--- src/rtl/dmem_mmio_if.sv ---
// Core-to-data-memory bus plus console stream and GPIO pins.
// Latency: none, this is wiring only.
// Backpressure: tx_ready from the console consumer is the only backpressure.
interface dmem_mmio_if;
    logic [31:0] ALUResult;
    logic [31:0] WriteData;
    logic        MemWrite;
    logic [31:0] ReadData;
    logic        tx_valid;
    logic [7:0]  tx_data;
    logic        tx_ready;
    logic [31:0] gpio_out;

    // Core / testbench side
    modport master (
        output ALUResult, WriteData, MemWrite, tx_ready,
        input  ReadData, tx_valid, tx_data, gpio_out
    );

    // Memory stage side
    modport slave (
        input  ALUResult, WriteData, MemWrite, tx_ready,
        output ReadData, tx_valid, tx_data, gpio_out
    );
endinterface

--- src/rtl/dmem_mmio.sv ---
// Data RAM plus MMIO window (console TX FIFO, cycle counter, GPIO) behind the core.
// Latency: loads are combinational (0 cycles); stores take effect at the clock edge.
// Backpressure: tx_ready pops the FIFO head; pushes into a full FIFO drop the byte and set overflow.
module dmem_mmio #(
    parameter int DEPTH_WORDS = 64,
    parameter int FIFO_DEPTH  = 4
) (
    input  logic         clk,
    input  logic         reset,
    dmem_mmio_if.slave   bus
);
    localparam int AW = $clog2(DEPTH_WORDS);
    localparam int PW = $clog2(FIFO_DEPTH);
    localparam int CW = $clog2(FIFO_DEPTH + 1);
    localparam logic [CW-1:0] FULL_CNT = CW'(FIFO_DEPTH);

    logic [31:0]   ram_q  [DEPTH_WORDS];
    logic [7:0]    fifo_q [FIFO_DEPTH];
    logic [PW-1:0] rd_ptr_q, rd_ptr_d;
    logic [PW-1:0] wr_ptr_q, wr_ptr_d;
    logic [CW-1:0] count_q, count_d;
    logic          ovf_q, ovf_d;
    logic [31:0]   cycle_q, cycle_d;
    logic [31:0]   gpio_q, gpio_d;

    logic          is_mmio;
    logic [1:0]    sel;
    logic [AW-1:0] ram_idx;
    logic          wr_ram, wr_con, wr_stat, wr_cyc, wr_gpio;
    logic          empty, full, pop, push_ok;
    logic [7:0]    head;
    logic          unused_addr;

    // Address decode: bit 31 splits RAM from MMIO, bits [3:2] pick the MMIO register
    assign is_mmio = bus.ALUResult[31];
    assign sel     = bus.ALUResult[3:2];
    assign ram_idx = bus.ALUResult[AW+1:2];
    assign unused_addr = ^{bus.ALUResult[30:AW+2], bus.ALUResult[1:0]};

    assign wr_ram  = bus.MemWrite & ~is_mmio;
    assign wr_con  = bus.MemWrite &  is_mmio & (sel == 2'd0);
    assign wr_stat = bus.MemWrite &  is_mmio & (sel == 2'd1);
    assign wr_cyc  = bus.MemWrite &  is_mmio & (sel == 2'd2);
    assign wr_gpio = bus.MemWrite &  is_mmio & (sel == 2'd3);

    // A full FIFO still takes a push when the head leaves in the same cycle
    assign empty   = (count_q == '0);
    assign full    = (count_q == FULL_CNT);
    assign pop     = ~empty & bus.tx_ready;
    assign push_ok = wr_con & (~full | pop);
    assign head    = fifo_q[rd_ptr_q];

    // Next-state for FIFO bookkeeping, overflow flag, cycle counter and GPIO
    always_comb begin
        rd_ptr_d = rd_ptr_q;
        wr_ptr_d = wr_ptr_q;
        count_d  = count_q;
        ovf_d    = ovf_q;
        if (pop)     rd_ptr_d = rd_ptr_q + 1'b1;
        if (push_ok) wr_ptr_d = wr_ptr_q + 1'b1;
        case ({push_ok, pop})
            2'b10:   count_d = count_q + 1'b1;
            2'b01:   count_d = count_q - 1'b1;
            default: count_d = count_q;
        endcase
        // A dropped push wins over a same-cycle STATUS clear
        if (wr_stat)           ovf_d = 1'b0;
        if (wr_con & ~push_ok) ovf_d = 1'b1;
        cycle_d = wr_cyc  ? bus.WriteData : cycle_q + 32'd1;
        gpio_d  = wr_gpio ? bus.WriteData : gpio_q;
    end

    // Control state with asynchronous active-low reset
    always_ff @(posedge clk or negedge reset) begin
        if (!reset) begin
            rd_ptr_q <= '0;
            wr_ptr_q <= '0;
            count_q  <= '0;
            ovf_q    <= 1'b0;
            cycle_q  <= '0;
            gpio_q   <= '0;
        end else begin
            rd_ptr_q <= rd_ptr_d;
            wr_ptr_q <= wr_ptr_d;
            count_q  <= count_d;
            ovf_q    <= ovf_d;
            cycle_q  <= cycle_d;
            gpio_q   <= gpio_d;
        end
    end

    // Storage arrays are not reset; FIFO slots are only read while counted valid
    always_ff @(posedge clk) begin
        if (wr_ram)  ram_q[ram_idx]   <= bus.WriteData;
        if (push_ok) fifo_q[wr_ptr_q] <= bus.WriteData[7:0];
    end

    assign bus.tx_valid = ~empty;
    assign bus.tx_data  = empty ? 8'h00 : head;
    assign bus.gpio_out = gpio_q;

    // Load mux: pure function of the address and current state
    always_comb begin
        bus.ReadData = ram_q[ram_idx];
        if (is_mmio) begin
            case (sel)
                2'd0:    bus.ReadData = {24'b0, (empty ? 8'h00 : head)};
                2'd1:    bus.ReadData = {29'b0, ovf_q, full, empty};
                2'd2:    bus.ReadData = cycle_q;
                default: bus.ReadData = gpio_q;
            endcase
        end
    end
endmodule

--- src/flat_wrapper.sv ---
// flat-port wrapper written by rule: the top's interface ports become plain ports
module dmem_mmio_flat 
#(
    parameter int DEPTH_WORDS = 64,
    parameter int FIFO_DEPTH  = 4
)
  (clk, reset, bus_ALUResult, bus_WriteData, bus_MemWrite, bus_tx_ready, bus_ReadData, bus_tx_valid, bus_tx_data, bus_gpio_out);
  dmem_mmio_if bus_i ();
  input  logic clk;
  input  logic reset;
  input wire logic [$bits(bus_i.ALUResult)-1:0] bus_ALUResult;
  input wire logic [$bits(bus_i.WriteData)-1:0] bus_WriteData;
  input wire logic [$bits(bus_i.MemWrite)-1:0] bus_MemWrite;
  input wire logic [$bits(bus_i.tx_ready)-1:0] bus_tx_ready;
  output wire logic [$bits(bus_i.ReadData)-1:0] bus_ReadData;
  output wire logic [$bits(bus_i.tx_valid)-1:0] bus_tx_valid;
  output wire logic [$bits(bus_i.tx_data)-1:0] bus_tx_data;
  output wire logic [$bits(bus_i.gpio_out)-1:0] bus_gpio_out;
  assign bus_i.ALUResult = bus_ALUResult;
  assign bus_i.WriteData = bus_WriteData;
  assign bus_i.MemWrite = bus_MemWrite;
  assign bus_i.tx_ready = bus_tx_ready;
  assign bus_ReadData = bus_i.ReadData;
  assign bus_tx_valid = bus_i.tx_valid;
  assign bus_tx_data = bus_i.tx_data;
  assign bus_gpio_out = bus_i.gpio_out;
  dmem_mmio #(.DEPTH_WORDS(DEPTH_WORDS), .FIFO_DEPTH(FIFO_DEPTH)) u_core (.clk(clk), .reset(reset), .bus(bus_i));
endmodule
--- config.mk ---
export PLATFORM = sky130hd
export DESIGN_NAME = dmem_mmio_flat
export DESIGN_NICKNAME = d
export VERILOG_FILES = /design/src/rtl/dmem_mmio_if.sv /design/src/rtl/dmem_mmio.sv /design/src/flat_wrapper.sv
export SDC_FILE = /design/constraint.sdc
export NUM_CORES = 2
export LEC_CHECK = 0
export BUFFER_PORTS_ARGS = -buffer_cell sky130_fd_sc_hd__buf_4
export CORE_MARGIN = 5
export CORE_UTILIZATION = 25
export CTS_CLUSTER_SIZE = 25
export DETAILED_ROUTE_END_ITERATION = 8
export HOLD_SLACK_MARGIN = 0.03
export SLEW_MARGIN = 20
export SYNTH_ARGS = -nofsm -noshare
export SYNTH_HDL_FRONTEND = slang
export SYNTH_SLANG_ARGS = --single-unit
--- constraint.sdc ---
create_clock -name clk -period 2.3 [get_ports clk]
set_clock_uncertainty 0.15 [all_clocks]
set_input_delay 0.23 -clock clk [delete_from_list [all_inputs] [get_ports clk]]
set_output_delay 0.23 -clock clk [all_outputs]
set_load 0.1 [all_outputs]
# Yosys cells after proc, flatten, opt, wreduce, memory -nomap -nowiden
# Memories as Yosys holds them, arrays and structs flattened.
# Index checks and enable logic that the tools add are counted.
[totals]
in_bits = 68
register_bits = 72
memories = 2
wordCells = 48
out_inout_bits = 73
ram_bits = 2080
[classes]
bitwise = 14
n_reduce_logical = 4
n_eq_ne = 6
muxes = 11
addsub = 5
[memory_table]
columns = ["name", "depth", "word_bits", "rd", "rd_ports_with_merged_regs", "wr", "line_no", "text"]
rows = [
  ["u_core.ram_q", 64, 32, 1, 0, 1, "dmem_mmio.sv:17", "logic [31:0] ram_q [DEPTH_WORDS];"],
  ["u_core.fifo_q", 4, 8, 1, 0, 1, "dmem_mmio.sv:18", "logic [7:0] fifo_q [FIFO_DEPTH];"],
]
[ops]
columns = ["cell", "n"]
rows = [
  ["$pmux W32 S3", 1],
  ["$mux W32", 2],
  ["$add A32 B1 Y32 const B", 1],
  ["$and A1 B1 Y1", 9],
  ["$mux W8", 1],
  ["$eq A2 B2 Y1 const B", 3],
  ["$mux W1", 6],
  ["$pmux W3 S2", 1],
  ["$add A2 B1 Y2 const B", 2],
  ["$eq A2 B1 Y1 const B", 2],
  ["$not A1 Y1", 4],
  ["$reduce_bool A2 Y1", 2],
  ["$add A3 B1 Y3 const B", 1],
  ["$eq A3 B3 Y1 const B", 1],
  ["$logic_not A3 Y1", 1],
  ["$sub A3 B1 Y3 const B", 1],
  ["$logic_not A2 Y1", 1],
  ["$or A1 B1 Y1", 1],
]

# Depth between registers and ports, before layout
[logic_depth]
depth_word = 8
ltp_mapped = 11
ltp_nobuf = 8

# Worst setup path before layout
# Ideal clock, no wire load.
[synth_path]
path_kind = "reg2out"
from = "register u_core.count_q[0]"
to = "output bus_ReadData[2]"
path_slack_ns = -2.419
path_buffers = 1
arrival_time_ns = 4.339
required_time_ns = 1.920
stages_incl_launch_ff = 8
path_cell_list = "dfrtp_1 nor3_1 inv_1 clkbuf_1 and2_1 mux4_2 nor2_1 a21oi_1"
[synth_via]
elab_chain_cells = 4
[synth_lines]
columns = ["item", "line_no", "text"]
rows = [
  ["start, declared", "dmem_mmio.sv:21", "logic [CW-1:0] count_q, count_d;"],
  ["start signal, assigned", "dmem_mmio.sv:85", "count_q <= count_d;"],
  ["$logic_not A3 Y1", "dmem_mmio.sv:47", "assign empty = (count_q == '0);"],
  ["$mux W8", "n/a", ""],
  ["named net bus_tx_data[2]", "flat_wrapper.sv:17", "output wire logic [$bits(bus_i.tx_data)-1:0] bus_tx_data;"],
  ["$pmux W32 S3", "dmem_mmio.sv:106", "case (sel)"],
  ["$mux W32", "dmem_mmio.sv:105", "if (is_mmio) begin"],
  ["end, declared", "flat_wrapper.sv:15", "output wire logic [$bits(bus_i.ReadData)-1:0] bus_ReadData;"],
]
# The timed path passes the listed nets, and every way through them passes these cells.

# Worst setup path after layout
[layout_path]
from = "register u_core.rd_ptr_q[0]"
to = "output bus_ReadData[0]"
[layout_via]
elab_chain_cells = 4
[layout_lines]
columns = ["item", "line_no", "text"]
rows = [
  ["start, declared", "dmem_mmio.sv:19", "logic [PW-1:0] rd_ptr_q, rd_ptr_d;"],
  ["start signal, assigned", "dmem_mmio.sv:83", "rd_ptr_q <= rd_ptr_d;"],
  ["$mem_v2 Z4 W8", "n/a", ""],
  ["$mux W8", "dmem_mmio.sv:107", "2'd0: bus.ReadData = {24'b0, (empty ? 8'h00 : head)};"],
  ["$pmux W32 S3", "dmem_mmio.sv:106", ""],
  ["$mux W32", "dmem_mmio.sv:105", ""],
]
# Every way passes these cells.

==> results.ini <==
[grt]
track_usage_pct=16.6
antenna_found_initial=34
grt_pass1_wl_um=402000
first_global_vias=47300
grt_overflow=0
grt_max_degree=71

[placement]
hpwlAfterDp_um=194000
dp.cells=8952
gp_congestion=0.896
place.port_buffers=115
placed_area_mm2=0.0984

[cts]
cts_tree=built
cts_buffers=216
cts_buffer_depth=3
clock-root-buffer=clkbuf_16
insertion_delay_ns=0.86
h-tree-depth=4
clkTransAtPathRegs_ns=0.06
clock-sinks=2152

[logic_synthesis]
synth.most_common_cell=edfxtp_1
synth_top_area_cell=edfxtp_1
synth_area_mm2=0.0838
synth-async-reset-ratio_pct=3.35
syn_inst=3947
synth_edf_count=2080
ys_seq_elements=2152
seq_area_frac_synth_pct=76.7
avgSynthCellArea_um2=21.2
synth_fp_nets=4021
synth_top_area_share_pct=74.5
synth_area_leaders=edfxtp_1, mux4_2, dfrtp_1
synth_flop_cell=edfxtp_1
yosysWarnings=0
ys_top_cells_by_count=edfxtp_1, mux4_2, nor2_1, mux2i_1, a21oi_1
synth.distinct_cells=77

[timing]
slew_viol_final=0
fin_crit_sh_pct=151
whs_ns=0.138
min_period_ns=3.47
grt_setup_unrepaired=true
setup_viol=40
worstMarginPinSlew_ns=0.935
timing.slew.headroom_pct=37.6
max_freq_mhz=288
hold_violations=0
setup_tns_ns=-34.55
fin_ws_ns=-1.17

[setup_path]
path_cells=mux4_2, and2_4, mux4_2, nor2_1, buf_4, a31oi_4, buf_12
worst_path_max_delay_cell=mux4_2
path_class=register to primary output
cpMostUsedCell=mux4_2
start_kind=register
endpoint_kind=primary output
crit_fanout=4
crit_path_max_incr_delay_ns=0.55
crit_arrival_ns=3.09
crit_required_ns=1.92

[floorplan]
die_x_um=589
io_pins=141
placementRows=212
die_y_um=589
core_area_mm2=0.334
die_area_mm2=0.347
start_util_pct=25.1

[routing]
drtAntennaViolNets=0
routed_wl_um=297000
wl_per_cell_um=31.6
via_per_inst=5.10
drt_pre_antenna_iters=5
initialDrtViolationCount=7370
vias=48000
route.detailed.drc=0

[pwr]
powerDensity_mw_per_mm2=845
total_power_mw=90.5
ir_worst_vdd_mv=0.614
leakage_nw=34.4

[outcome]
violations=setup timing
status=complete, but fails checks

[cells_and_area]
nets=4895
area_growth_pct=27.7
post-route-cell-area_mm2=0.107
final_cells=9406
drive_gt1_share_pct=39.1

[hold_path]
hp-class=input pin to register

[run]
max-cap-violations=0

-- worst max-delay path: cells and delay by family, from the launching register on --
| family | cells | cell delay (ns) |
|---|---|---|
| mux | 2 | 1.06 |
| buf+inv | 2 | 0.39 |
| compound gates | 1 | 0.08 |
| simple gates | 2 | 0.29 |
| flops | 1 | 0.42 |
-- where the power goes --
group	switching (mW)	internal, mW
combinational	7.19	4.51
clock	15.1	19.7
sequential	0.489	43.5
total	22.8	67.7
-- stage by stage --
stage / setup WS, ns / util (%)
6_report: -1.17 / 32.1
5_1_grt: -1.27 / 32.1
4_1_cts: -1.28 / 32.0
3_5_place_dp: -1.65 / 29.5
3_3_place_gp: -1.68 / 29.5
2_1_floorplan: -0.468 / -
-- final cells by class --
type | count | area, um^2
timing repair buffer | 881 | 10300
inverter | 12 | 45.0
antenna | 13 | 32.5
clock inverter | 127 | 1220
fill | 31500 | 227000
sequential | 2152 | 64300
multi-input combinational | 1558 | 20000
tap | 4387 | 5490
clock buffer | 276 | 5720
-- what timing repair did --
item | CTS | global route
buffers inserted | 19 | 8
pin swaps | 88 | 27
hold endpoints to repair | 2224 | 0
hold buffers | 39 | 0
setup endpoints to repair | 41 | 44
gates resized for setup | 249 | 38
-- per-layer routing --
metal | vias up | track usage [%] | part of all wire (%)
li1 | 18400 | - | -
met5 | - | 0 | 0.023
met3 | 599 | 3.90 | 11
met1 | 25700 | 22.0 | 38
met4 | 12 | 6.81 | 4.8
met2 | 3229 | 26.2 | 46
-- worst paths after layout --
kind / from / endpoint / slack (ns) / depth (start not counted)
max in group asynchronous: reset / u_core.rd_ptr_q[0] / 1.43 / 4
min in group asynchronous: reset / u_core.cycle_q[10] / 0.30 / 4
worst min-delay path: bus_ALUResult[31] / u_core.bus.gpio_out[6] / 0.14 / 5
worst max register to register: u_core.count_q[0] / u_core.ovf_q / 0.11 / 7
worst min register to register: u_core.bus.gpio_out[3] / u_core.bus.gpio_out[3] / 0.39 / 1
worst max-delay path: u_core.rd_ptr_q[0] / bus_ReadData[0] / -1.17 / 7
-- logic make-up after synthesis --
family	share of synthesized area (%)
simple gates	2.37
fa+ha+maj	0.0985
compound gates	3.30
flops	76.7
xor+xnor	0.324
buf+inv	1.66
mux	15.6
-- flip-flops by register name (all words and copies together) (netlist names) --
name,flops
u_core.count_q,3
u_core.cycle_q,32
u_core.ovf_q,1
u_core.bus.gpio_out,32
u_core.rd_ptr_q,2
u_core.fifo_q,32
u_core.wr_ptr_q,2
u_core.ram_q,2048
-- layout by cell type (no fill, tap or decap), drive strengths merged, types with 5 or more instances in the layout --
cell and n:
a21oi 121, nor2 145, bufinv 19, dlygate4sd3 38, a31oi 29, buf 843
a22o 16, nor3 14, ha 5, nand4 13, a221oi 13, a311oi 6
and2 17, dfrtp 72, or3 6, mux2i 140, o211ai 6, clkinv 97
edfxtp 2080, nand2 113, diode 13, a211oi 13, o22ai 20, xnor2 18
and3 14, nand3 45, o21ai 33, nor2b 17, or3b 5, nand2b 8
a221o 5, mux2 65, clkbuf 276, o31a 5, mux4 485, a2111oi 7
nor3b 5, inv 19, xor2 13, a22oi 102
(Power assumes the default switching activity.)
